===== config.mk =====
export PLATFORM = sky130hd
export DESIGN_NAME = invkey_flat
export DESIGN_NICKNAME = d
export VERILOG_FILES = /design/src/rtl/invkey_pkg.sv /design/src/rtl/invkey_if.sv /design/src/rtl/invkey_sbox.sv /design/src/rtl/invkey.sv /design/src/flat_wrapper.sv
export SDC_FILE = /design/constraint.sdc
export NUM_CORES = 1
export LEC_CHECK = 0
export CAP_MARGIN = 20
export CORE_MARGIN = 1.5
export CORE_UTILIZATION = 50
export CTS_CLUSTER_DIAMETER = 40
export DETAILED_ROUTE_END_ITERATION = 12
export PLACE_DENSITY = 0.81
export SETUP_SLACK_MARGIN = 0.3
export SYNTH_ARGS = -nofsm -noshare
export SYNTH_HDL_FRONTEND = slang
export SYNTH_SLANG_ARGS = --single-unit

===== constraint.sdc =====
create_clock -name clk -period 6.6 [get_ports clk]
set_input_delay 1.32 -clock clk [delete_from_list [all_inputs] [get_ports clk]]
set_output_delay 1.32 -clock clk [all_outputs]
set_load 0.05 [all_outputs]

===== src/rtl/invkey_pkg.sv =====
// Shared types and helpers for the inverse AES-128 key schedule.
// Byte k of a 128-bit key sits at bits [8k+7:8k]; word j at [32j+31:32j].
package invkey_pkg;

  localparam int NR_AES128 = 10;

  typedef logic [31:0] word_t;
  typedef enum logic [1:0] {IDLE, STEP, DONE} state_e;

  function automatic logic [7:0] rcon(input logic [3:0] r);
    logic [7:0] v;
    case (r)
      4'd1:    v = 8'h01;
      4'd2:    v = 8'h02;
      4'd3:    v = 8'h04;
      4'd4:    v = 8'h08;
      4'd5:    v = 8'h10;
      4'd6:    v = 8'h20;
      4'd7:    v = 8'h40;
      4'd8:    v = 8'h80;
      4'd9:    v = 8'h1b;
      4'd10:   v = 8'h36;
      default: v = 8'h00;
    endcase
    return v;
  endfunction

  function automatic word_t key_word(input logic [127:0] k, input logic [1:0] j);
    return k[{j, 5'b00000} +: 32];
  endfunction

  function automatic logic [7:0] word_byte(input word_t w, input logic [1:0] j);
    return w[{j, 3'b000} +: 8];
  endfunction

endpackage


===== src/rtl/invkey_if.sv =====
// Request/result bundle between a requester and the inverse key schedule.
interface invkey_if;
  logic         start;
  logic [127:0] in;
  logic [3:0]   round;
  logic [3:0]   steps;
  logic         finish;
  logic [127:0] prevkey;
  logic         err;

  modport master (output start, in, round, steps, input finish, prevkey, err);
  modport slave  (input start, in, round, steps, output finish, prevkey, err);
endinterface


===== src/rtl/invkey_sbox.sv =====
// Combinational AES forward S-box; table stored MSB-first, entry 0 in the top byte.
module invkey_sbox (
  input  logic [7:0] a_i,
  output logic [7:0] y_o
);

  localparam logic [2047:0] SBOX_FLAT = {
    128'h637c777bf26b6fc53001672bfed7ab76,
    128'hca82c97dfa5947f0add4a2af9ca472c0,
    128'hb7fd9326363ff7cc34a5e5f171d83115,
    128'h04c723c31896059a071280e2eb27b275,
    128'h09832c1a1b6e5aa0523bd6b329e32f84,
    128'h53d100ed20fcb15b6acbbe394a4c58cf,
    128'hd0efaafb434d338545f9027f503c9fa8,
    128'h51a3408f929d38f5bcb6da2110fff3d2,
    128'hcd0c13ec5f974417c4a77e3d645d1973,
    128'h60814fdc222a908846eeb814de5e0bdb,
    128'he0323a0a4906245cc2d3ac629195e479,
    128'he7c8376d8dd54ea96c56f4ea657aae08,
    128'hba78252e1ca6b4c6e8dd741f4bbd8b8a,
    128'h703eb5664803f60e613557b986c11d9e,
    128'he1f8981169d98e949b1e87e9ce5528df,
    128'h8ca1890dbfe6426841992d0fb054bb16
  };

  // 255-a == ~a for an 8-bit index, so entry a starts at bit 8*(~a).
  assign y_o = SBOX_FLAT[{~a_i, 3'b000} +: 8];

endmodule


===== src/rtl/invkey.sv =====
// Inverse AES-128 key schedule: walks a round key back 'steps' rounds,
// five cycles per round using a single time-shared S-box.
module invkey
  import invkey_pkg::*;
#(
  parameter int NR = NR_AES128
) (
  input logic      clk,
  input logic      rst,
  invkey_if.slave  bus
);

  state_e       state_q;
  logic [2:0]   b_q;
  logic [3:0]   rnd_q;
  logic [3:0]   rem_q;
  logic [127:0] key_q;
  word_t        temp_q;
  logic         finish_q;
  logic [127:0] prevkey_q;
  logic         err_q;

  word_t        w3_new, w2_new, w1_new, w0_new;
  logic [127:0] key_d;
  logic [7:0]   sbox_a, sbox_y;
  logic         bad_req;

  assign w3_new = key_word(key_q, 2'd3) ^ key_word(key_q, 2'd2);
  assign w2_new = key_word(key_q, 2'd2) ^ key_word(key_q, 2'd1);
  assign w1_new = key_word(key_q, 2'd1) ^ key_word(key_q, 2'd0);
  // temp_q already holds SubWord(RotWord(w3_new)) once b reaches 4.
  assign w0_new = key_word(key_q, 2'd0) ^ temp_q ^ {24'h0, rcon(rnd_q)};
  assign key_d  = {w3_new, w2_new, w1_new, w0_new};

  assign sbox_a = word_byte(w3_new, b_q[1:0] + 2'd1);

  invkey_sbox u_sbox (
    .a_i (sbox_a),
    .y_o (sbox_y)
  );

  assign bad_req = (bus.round == 4'd0) || (bus.round > 4'(NR)) || (bus.steps > bus.round);

  always_ff @(posedge clk) begin
    if (rst) begin
      state_q   <= IDLE;
      b_q       <= '0;
      rnd_q     <= '0;
      rem_q     <= '0;
      key_q     <= '0;
      temp_q    <= '0;
      finish_q  <= 1'b0;
      prevkey_q <= '0;
      err_q     <= 1'b0;
    end else begin
      case (state_q)
        IDLE: begin
          if (bus.start) begin
            key_q <= bus.in;
            rnd_q <= bus.round;
            rem_q <= bus.steps;
            b_q   <= '0;
            if (bad_req || bus.steps == 4'd0) begin
              state_q   <= DONE;
              finish_q  <= 1'b1;
              err_q     <= bad_req;
              prevkey_q <= bus.in;
            end else begin
              state_q <= STEP;
            end
          end
        end
        STEP: begin
          if (!bus.start) begin
            state_q <= IDLE;
            b_q     <= '0;
          end else if (b_q != 3'd4) begin
            temp_q[{b_q[1:0], 3'b000} +: 8] <= sbox_y;
            b_q <= b_q + 3'd1;
          end else begin
            key_q <= key_d;
            rnd_q <= rnd_q - 4'd1;
            rem_q <= rem_q - 4'd1;
            b_q   <= '0;
            if (rem_q == 4'd1) begin
              state_q   <= DONE;
              finish_q  <= 1'b1;
              err_q     <= 1'b0;
              prevkey_q <= key_d;
            end
          end
        end
        DONE: begin
          if (!bus.start) begin
            state_q  <= IDLE;
            finish_q <= 1'b0;
          end
        end
        default: state_q <= IDLE;
      endcase
    end
  end

  assign bus.finish  = finish_q;
  assign bus.prevkey = prevkey_q;
  assign bus.err     = err_q;

endmodule


===== src/flat_wrapper.sv =====
// flat-port wrapper written by rule: the top's interface ports become plain ports
module invkey_flat import invkey_pkg::*;
#(
  parameter int NR = NR_AES128
)
  (clk, rst, bus_start, bus_in, bus_round, bus_steps, bus_finish, bus_prevkey, bus_err);
  invkey_if bus_i ();
  input logic clk;
  input logic rst;
  input wire logic [$bits(bus_i.start)-1:0] bus_start;
  input wire logic [$bits(bus_i.in)-1:0] bus_in;
  input wire logic [$bits(bus_i.round)-1:0] bus_round;
  input wire logic [$bits(bus_i.steps)-1:0] bus_steps;
  output wire logic [$bits(bus_i.finish)-1:0] bus_finish;
  output wire logic [$bits(bus_i.prevkey)-1:0] bus_prevkey;
  output wire logic [$bits(bus_i.err)-1:0] bus_err;
  assign bus_i.start = bus_start;
  assign bus_i.in = bus_in;
  assign bus_i.round = bus_round;
  assign bus_i.steps = bus_steps;
  assign bus_finish = bus_i.finish;
  assign bus_prevkey = bus_i.prevkey;
  assign bus_err = bus_i.err;
  invkey #(.NR(NR)) u_core (.clk(clk), .rst(rst), .bus(bus_i));
endmodule

==> flow_summary.toml <==
[routing]
num_vias = 19056
ant_nets = 0
vias_per_cell = 6.36
drt-initial-drc-count = 2727
wire_per_inst_um = 24.3
wl_um = 72900
dr.pass1.iters = 8
drc_errors = 0

[clock_tree]
post_cts_buffers = 0
cts_buffer_depth = 3
h-tree-depth = 2
numCtsBuffers = 42
ctsHoldBuffers = 0
ctsResizeCount = 0
cts_tree = "built"
clkLatencyLatePin_ps = 540
clkSlewWorstSetupHoldPaths_ps = 60
root_buffer = "clkbuf_16"
clkSinkCount = 311

[setup_path]
path_max_fanout = 25
critPathCaptureType = "register"
crit_path_start_kind = "register"
path_class = "register to register"
crit_arrival_ps = 6100
worstPathRequired_ps = 6980

[logic_synthesis]
yosysWarnings = 0
synth_edf_count = 0
netlist_top_cells_area = "dfxtp_1 36%, nand2_1 15%, a21oi_1 9.7%"
seq_area_frac_synth = 0.364
yosysTopAreaCell = "dfxtp_1"
synth.avg_cell_area_um2 = 7.23
postSynth.topFlopCell = "dfxtp_1"
syn_area_mm2 = 0.0171
async_flop_share = 0
synth_fp_nets = 2536
yosysUniqueCellTypes = 84
syn-instance-count = 2369
synth.top_cell.area_share = 0.364
ys_seq_elements = 311

[worst_hold_path]
hp-class = "register to register"

[final_layout]
finalNonFillerCells = 2998
design_area_mm2 = 0.0214
antennaDiodeCount = 0
final_core_util = 0.635
syn_to_final_growth_pct = 24.7
regArea_mm2 = 0.00623
n_fill_cell = 2877
multi_input_area_mm2 = 0.0100
drive_gt1_frac = 0.0584
fin_nets = 2686

[pwr]
total_power_w = 0.00725
powerDensity_mw_per_mm2 = 340
ir_worst_vdd_v = 0.000269
p_leak_nw = 7.72

[placement]
io_buffers = 268
hpwl_um = 50200
routabilityCongestion = 1.06
place_inst = 2923
place_area_mm2 = 0.0199

[flow_run]
cap_violations = 0

[sta]
slew_violations = 0
skew_ps = 26.7
fmax_mhz = 175
rsz0062_at_grt = "false"
setup_viol = 0
worstMarginPinSlew_ps = 1150
hold_viol_final = 0
min_period_ps = 5720
setup_tns_ps = 0
finalCritPeriodShare = 0.866
relSlewSlack = 0.227

[die]
dieArea_mm2 = 0.0354
rows = 67
start_util = 0.509
ioPinCount = 269
die_h_um = 188
coreArea_mm2 = 0.0336
die_x_um = 188

[grt]
grt_remaining_overflow = 0
grt_max_degree = 138
grt_antenna_before_repair = 0
grt_pass1_wl_um = 109000
grt.total_usage = 0.398
grt_pass1_vias = 18089

[status]
status = "completed"
-- cell usage in the layout, fill, tap and decap left out, drive strengths merged, types with 5 or more instances in the layout --
| master | count |
|---|---|
| nand2 | 673 |
| a21oi | 336 |
| dfxtp | 311 |
| clkdlybuf4s50 | 267 |
| o21ai | 217 |
| xnor2 | 128 |
| nor2 | 83 |
| clkbuf | 53 |
| nand3 | 46 |
| nor3 | 44 |
| a211oi | 36 |
| buf | 36 |
| inv | 29 |
| ha | 28 |
| a22o | 20 |
| o211ai | 18 |
| a31oi | 17 |
| xor2 | 16 |
| a221oi | 13 |
| a22oi | 12 |
| o22ai | 11 |
| a311oi | 10 |
| o311ai | 10 |
| and3 | 10 |
| clkinv | 10 |
| o221ai | 8 |
| o31ai | 8 |
| mux2i | 7 |
| a2111oi | 6 |
| a32oi | 6 |
| nor3b | 5 |
| o311a | 5 |
| or3 | 5 |
| nor2b | 5 |
| or4 | 5 |
-- cell usage after synthesis, types with 14 or more instances --
cell,n
nand2_1,672
a21oi_1,333
dfxtp_1,311
o21ai_0,201
clkbuf_1,141
xnor2_1,128
nor2_1,83
nand3_1,46
nor3_1,41
a211oi_1,35
buf_2,29
ha_1,28
inv_1,19
a22o_1,18
a31oi_1,17
o211ai_1,17
buf_1,16
xor2_1,16
o21ai_1,14
-- critical path, cell delays in order (launching register included) --
cell and delay [ps]:
dfxtp_1 620, inv_4 160, ha_1 470, inv_1 290
mux4_2 570, inv_1 750, ha_1 680, inv_1 280
nor3_1 550, nor3_1 110, o32ai_1 300, a211oi_1 110
a21oi_1 500, o21ai_1 150
-- routing by layer --
metal	vias up	global-route usage	wire length, um
met3	229	0.0842	8520
met1	8953	0.538	29100
met2	1359	0.602	31600
li1	8515	-	-
met5	-	0	0
met4	0	0.190	3750
-- area by class of cell --
cell class	instances	share of cell area
multi-input cells	1839	0.469
flip-flops and latches	311	0.292
repair buffers	304	0.140
clock buffers	52	0.0552
well taps	448	0.0262
clock inverters	23	0.0143
inverters	21	0.00404
-- per-stage QoR --
stage / setup WS (ps) / hold WS [ps]
2_1_floorplan: 2780 / 441
3_3_place_gp: 1390 / 442
3_5_place_dp: 1150 / 449
4_1_cts: 1140 / 457
5_1_grt: 606 / 470
6_report: 883 / 457
-- power by group --
part           leakage, nW  internal [W]  switching, W
Sequential            2.55       0.00204      0.000185
Clock                0.732       0.00145      0.000925
Combinational         4.44      0.000829       0.00182
-- flip-flops by register name, indices dropped and copies added (netlist names), named ones only --
name	cells
u_core.bus.prevkey	128
u_core.bus.err	1
u_core.b_q	3
u_core.key_q	128
u_core.bus.finish	1
u_core.rem_q	4
u_core.state_q	2
u_core.rnd_q	4
u_core.temp_q	32
-- cells by family (layout without fill, tap and decap cells) --
| group | count (synthesis) | after routing | share of synthesized area |
|---|---|---|---|
| flops | 311 | 311 | 0.364 |
| xor+xnor | 144 | 144 | 0.0736 |
| buf+inv | 219 | 400 | 0.0547 |
| simple gates | 894 | 894 | 0.213 |
| mux | 12 | 12 | 0.0100 |
| compound gates | 761 | 761 | 0.265 |
| fa+ha+maj | 28 | 28 | 0.0205 |
-- final timing paths --
check                              start                      to  slack (ps)  cells past startpoint
setup / recovery           u_core.b_q[0]       u_core.temp_q[12]         880                     13
hold / removal    u_core.bus.prevkey[58]  u_core.bus.prevkey[58]         460                      2
setup reg to reg           u_core.b_q[0]       u_core.temp_q[12]         880                     13
hold reg to reg   u_core.bus.prevkey[58]  u_core.bus.prevkey[58]         460                      2
No activity file was read; power rests on OpenSTA's default activity.
